File: config.mk
export PLATFORM = sky130hd
export DESIGN_NAME = alu_iter
export DESIGN_NICKNAME = d
export VERILOG_FILES = /design/src/rtl/alu_iter.sv
export SDC_FILE = /design/constraint.sdc
export NUM_CORES = 1
export LEC_CHECK = 0
export BUFFER_PORTS_ARGS = -buffer_cell sky130_fd_sc_hd__buf_2
export CORE_ASPECT_RATIO = 1.4
export CORE_MARGIN = 8
export CORE_UTILIZATION = 50
export CTS_BUF_LIST = sky130_fd_sc_hd__clkbuf_2 sky130_fd_sc_hd__clkbuf_4 sky130_fd_sc_hd__clkbuf_8
export DETAILED_ROUTE_END_ITERATION = 10
export PLACE_DENSITY = 0.77
export SLEW_MARGIN = 20
export SYNTH_ARGS = -nofsm -noshare
export SYNTH_HDL_FRONTEND = slang
export SYNTH_SLANG_ARGS = --single-unit
export TNS_END_PERCENT = 1
File: constraint.sdc
create_clock -name clk -period 6.5 [get_ports clk]
set_clock_uncertainty 0.2 [all_clocks]
set_input_delay 0.325 -clock clk [delete_from_list [all_inputs] [get_ports clk]]
set_output_delay 0.325 -clock clk [all_outputs]
set_load 0.02 [all_outputs]
File: src/rtl/alu_iter.sv
// alu_iter: iterative 16-bit execute unit.
// Add and logic ops complete in one cycle. Shifts and rotates move one bit per cycle.
// Handshakes, both sides: a transfer happens on a rising edge where valid and ready are both high.
// in_ready is high only in IDLE. out_valid is high only in DONE, so the two are never high together.
// Inputs are sampled only on the accepting edge.
// Out, Ofl and Zero hold steady while out_valid waits for out_ready.
module alu_iter #(
  parameter int N = 16
) (
  input  logic         clk,
  input  logic         rst_n,
  input  logic         flush,
  input  logic         in_valid,
  output logic         in_ready,
  input  logic [N-1:0] A,
  input  logic [N-1:0] B,
  input  logic [2:0]   aluOp,
  input  logic         invA,
  input  logic         invB,
  input  logic         Cin,
  input  logic         sign,
  input  logic         rorSel,
  output logic         out_valid,
  input  logic         out_ready,
  output logic [N-1:0] Out,
  output logic         Ofl,
  output logic         Zero
);

  typedef enum logic [1:0] {
    S_IDLE  = 2'd0,
    S_SHIFT = 2'd1,
    S_DONE  = 2'd2
  } state_t;

  // Shift flavours latched at accept, because the inputs may change after the accepting edge
  localparam logic [1:0] K_ROL = 2'd0;
  localparam logic [1:0] K_ROR = 2'd1;
  localparam logic [1:0] K_SLL = 2'd2;
  localparam logic [1:0] K_SRL = 2'd3;

  state_t       state, state_nxt;
  logic [N-1:0] acc;
  logic [3:0]   cnt;
  logic [1:0]   kind;

  logic [N-1:0] a_c, b_c;
  logic [3:0]   amt;
  logic         is_shift;
  logic [1:0]   kind_in;
  logic [N:0]   sum;
  logic [N-1:0] alu_res;
  logic         alu_ofl;
  logic         accept;
  logic [N-1:0] first_step, next_step;

  // One-bit shift/rotate step shared by the accept edge and the SHIFT state
  function automatic logic [N-1:0] step(input logic [N-1:0] v, input logic [1:0] k);
    case (k)
      K_ROL:   step = {v[N-2:0], v[N-1]};
      K_ROR:   step = {v[0], v[N-1:1]};
      K_SLL:   step = {v[N-2:0], 1'b0};
      default: step = {1'b0, v[N-1:1]};
    endcase
  endfunction

  // Operand conditioning, op decode and the single-cycle arithmetic/logic result
  always_comb begin
    a_c      = invA ? ~A : A;
    b_c      = invB ? ~B : B;
    amt      = B[3:0];
    is_shift = ~aluOp[2];
    case (aluOp[1:0])
      2'b00:   kind_in = rorSel ? K_ROR : K_ROL;
      2'b01:   kind_in = K_SLL;
      2'b11:   kind_in = K_SRL;
      default: kind_in = K_ROL;  // 010 is reserved and behaves as rotate left
    endcase
    sum     = {1'b0, a_c} + {1'b0, b_c} + {{N{1'b0}}, Cin};
    alu_res = sum[N-1:0];
    alu_ofl = 1'b0;
    case (aluOp[1:0])
      2'b00: begin
        alu_res = sum[N-1:0];
        alu_ofl = sign ? ((a_c[N-1] == b_c[N-1]) && (sum[N-1] != a_c[N-1])) : sum[N];
      end
      2'b01:   alu_res = a_c & b_c;
      2'b10:   alu_res = a_c | b_c;
      default: alu_res = a_c ^ b_c;
    endcase
    first_step = step(a_c, kind_in);
    next_step  = step(acc, kind);
  end

  // State register
  always_ff @(posedge clk or negedge rst_n) begin
    if (!rst_n) state <= S_IDLE;
    else        state <= state_nxt;
  end

  // Next-state logic. Flush beats both accept and out_ready.
  // The accepting edge already performs the first shift step, so a shift by n
  // reaches DONE n edges after accept and reports its result in the n-th cycle.
  always_comb begin
    state_nxt = state;
    if (flush) begin
      state_nxt = S_IDLE;
    end else begin
      case (state)
        S_IDLE: if (accept) begin
          if (!is_shift || amt <= 4'd1) state_nxt = S_DONE;
          else                          state_nxt = S_SHIFT;
        end
        S_SHIFT: if (cnt == 4'd1) state_nxt = S_DONE;
        S_DONE:  if (out_ready)   state_nxt = S_IDLE;
        default: state_nxt = S_IDLE;
      endcase
    end
  end

  // Handshake outputs decoded from the state
  always_comb begin
    in_ready  = (state == S_IDLE);
    out_valid = (state == S_DONE);
  end

  assign accept = in_valid & in_ready;

  // Datapath: accumulator, counter and the registered result triple
  always_ff @(posedge clk or negedge rst_n) begin
    if (!rst_n) begin
      acc  <= '0;
      cnt  <= '0;
      kind <= K_ROL;
      Out  <= '0;
      Ofl  <= 1'b0;
      Zero <= 1'b1;
    end else if (flush) begin
      cnt <= '0;  // Out/Ofl/Zero keep their last values
    end else begin
      case (state)
        S_IDLE: if (accept) begin
          if (!is_shift) begin
            Out  <= alu_res;
            Ofl  <= alu_ofl;
            Zero <= (alu_res == '0);
          end else if (amt == 4'd0) begin
            Out  <= a_c;
            Ofl  <= 1'b0;
            Zero <= (a_c == '0);
          end else if (amt == 4'd1) begin
            Out  <= first_step;
            Ofl  <= 1'b0;
            Zero <= (first_step == '0);
            cnt  <= '0;
          end else begin
            acc  <= first_step;
            cnt  <= amt - 4'd1;
            kind <= kind_in;
          end
        end
        S_SHIFT: begin
          acc <= next_step;
          cnt <= cnt - 4'd1;
          if (cnt == 4'd1) begin
            Out  <= next_step;
            Ofl  <= 1'b0;
            Zero <= (next_step == '0);
          end
        end
        default: ;
      endcase
    end
  end

endmodule

==> metrics.csv <==
metric;value;unit
ctsResizeCount;0;
ff2ff_setup_slack;4.01;ns
core-area;0.00946;sq mm
min_from;flush;
grt_usage;23.3;%
power_leakage;2.47;nW
numPlacedInstances;791;
fin_crit;3.76;ns
critical_path_class;in -> reg;
synth_top_area_share;21.2;%
die_area;0.0131;sq mm
final_cell_count_no_fill;800;
cap_violations;0;
cts_buffers;5;
grt_pass1_wl;24700;um
r2r-end;Zero$_DFFE_PN1P_;
grt_max_degree;43;
drt-met1-wl;6110;um
drtIter0Drc;521;
hp-class;in -> reg;
ant_nets;0;
avgRoutedWirePerCell;19.5;um
start_kind;primary input;
diodes;0;
cts_tree;built;
post_cts_buffers;0;
synthesis.area;0.00484;sq mm
crit_path_end_kind;register;
fillers;934;
die_y;132;um
finalSetupTns;0;ns
rr_startpoint;kind[0]$_DFFE_PN0P_;
netlist-cell-type-count;72;
via_per_inst;6.33;
setup_viol;0;
status;finished clean;
timing.final.crit_share;57.9;%
vdd_drop_max;110;uV
switching_power;0.657;mW
hold_depth;2;
dp_hpwl;12200;um
syn_nets;733;
layout_common_cells;a21oi_1, nor2_1, buf_2, nand2_1, o21ai_0;
ctsHtreeMaxLevel;2;
clockBufferDepth;2;
crit_start;invA;
vias;5061;
slew_viol_final;0;
arrival;3.78;ns
max_freq;266;MHz
port-buffer-count;64;
dr_wl_met3;848;um
ys_seq_area_share;21.8;%
finalHoldViolCount;0;
synth_edf_count;0;
maxUsedRoutingLayer;met4;
power.share.clock;15.6;%
layout.nets;770;
rsz0062_at_grt;false;
clk_pin_slew;0.10;ns
gp_congestion;0.997;
dr.pass1.iters;5;
synthCells;652;
p_int;0.751;mW
min_to;cnt[0]$_DFFE_PN0P_;
antenna_found_initial;0;
wl;15600;um
wl_met2;7610;um
drc;0;
worstMarginPinSlew;0.953;ns
relSlewSlack;36.3;%
rr_worst_depth;7;
swShare;46.7;%
fin_total_pwr;1.41;mW
required;6.51;ns
synthTopCellsByArea;dfrtp_1, ha_1, a21oi_1, xor2_1, nor2_1;
p_comb_share;53.1;%
hold_ws;0.0783;ns
grt_pass1_vias;4849;
avgSynthCellArea;7.42;sq um
synthArstFlopShare;100;%
rows;42;
final_common_cell;a21oi_1;
area_growth_syn_to_layout;9.50;%
synth-seq-cells;42;
num_io_pins;65;
synth_area_leader_cell;dfrtp_1;
start_util;51.1;%
clock_latency;0.32;ns
powerDensity;266;mW/mm^2
cts_sinks;42;
grt_overflow;0;
yosys_most_used_dff;dfrtp_1;
crit_fanout;16;
power.share.sequential;31.4;%
root_buffer;clkbuf_8;
drive_gt1_share;14.1;%
die_x;99.1;um
yosys_warnings;0;
==> cell usage after synthesis, drive strengths merged, types with 9 or more instances <==
library cell / instances
a211oi: 10
nand3: 11
dfrtp: 41
nor3: 26
buf: 9
inv: 38
nor2: 73
xor2: 37
clkbuf: 32
o21ai: 51
a21oi: 80
ha: 36
nand2: 63
mux2i: 27
==> worst max-delay path: stages <==
cell and delay [ns]:
buf_2 0.46, xnor2_4 0.19, ha_1 0.34, ha_1 0.18, o21ba_2 0.28, inv_1 0.06
ha_1 0.20, a2111oi_2 0.37, or2_1 0.20, o31a_2 0.19, o21ai_2 0.08, a31o_1 0.25
mux2i_1 0.21, nor3_1 0.08, o32a_1 0.35
==> stage by stage <==
stage / util [%] / cell area (sq um) / setup WS (ns)
2_1_floorplan: - / 4840 / 3.01
3_3_place_gp: 54.7 / 5170 / 2.53
3_5_place_dp: 54.7 / 5170 / 2.42
4_1_cts: 56.0 / 5300 / 2.74
5_1_grt: 56.0 / 5300 / 2.51
6_report: 56.0 / 5300 / 2.74
==> worst max-delay path by stage <==
stage / end / slack, ns / cells after the start
5_1_grt: Zero$_DFFE_PN1P_ / 2.51 / 15
3_5_place_dp: Out[14]$_DFFE_PN0P_ / 2.42 / 15
3_3_place_gp: Out[14]$_DFFE_PN0P_ / 2.53 / 15
2_1_floorplan: Out[14]$_DFFE_PN0P_ / 3.01 / 13
4_1_cts: Out[14]$_DFFE_PN0P_ / 2.74 / 15
6_report: Out[14]$_DFFE_PN0P_ / 2.74 / 15
==> metal layers <==
layer  up-vias  track usage, %
met5         -               0
met4         0            17.0
met3        64            2.64
met2       241            39.1
met1      2358            26.5
li1       2398               -
==> flip-flops by register name, summed over array words and instances (netlist names) <==
| name | cells |
|---|---|
| Ofl | 1 |
| Out | 16 |
| Zero | 1 |
| acc | 16 |
| cnt | 4 |
| kind | 2 |
| state | 2 |
==> power by group through the flow <==
stage	registers, mW	logic [mW]	clock network (mW)
floorplan	0.471	0.483	0
global placement	0.444	0.714	0
detailed placement	0.447	0.734	0
CTS	0.442	0.738	0.220
global route	0.454	0.815	0.229
finish	0.441	0.747	0.219
==> area by class of cell <==
type	count	area [sq um]	area share, %
Clock buffer	5	68.8	1.30
Timing Repair Buffer	71	375	7.09
Multi-Input combinational cell	531	3470	65.6
Sequential cell	42	1050	19.9
Clock inverter	3	45.0	0.851
Inverter	38	143	2.69
Tap cell	110	138	2.60
==> cells by family after synthesis <==
family / Yosys count / synth area share, %
and+or+nand+nor: 218 / 20.5
AOI/OAI and AO/OA: 205 / 26.8
buffers and inverters: 79 / 6.47
xor gates and xnor gates: 42 / 8.69
DFF: 42 / 21.8
adders and majority gates: 36 / 9.31
muxes: 30 / 6.52
==> timing repair <==
item | 4_1_cts | 5_1_grt
endpoints found under the setup margin | 0 | 0
hold buffers | 1 | 0
hold endpoints to repair | 41 | 0
(Power assumes the default switching activity.)
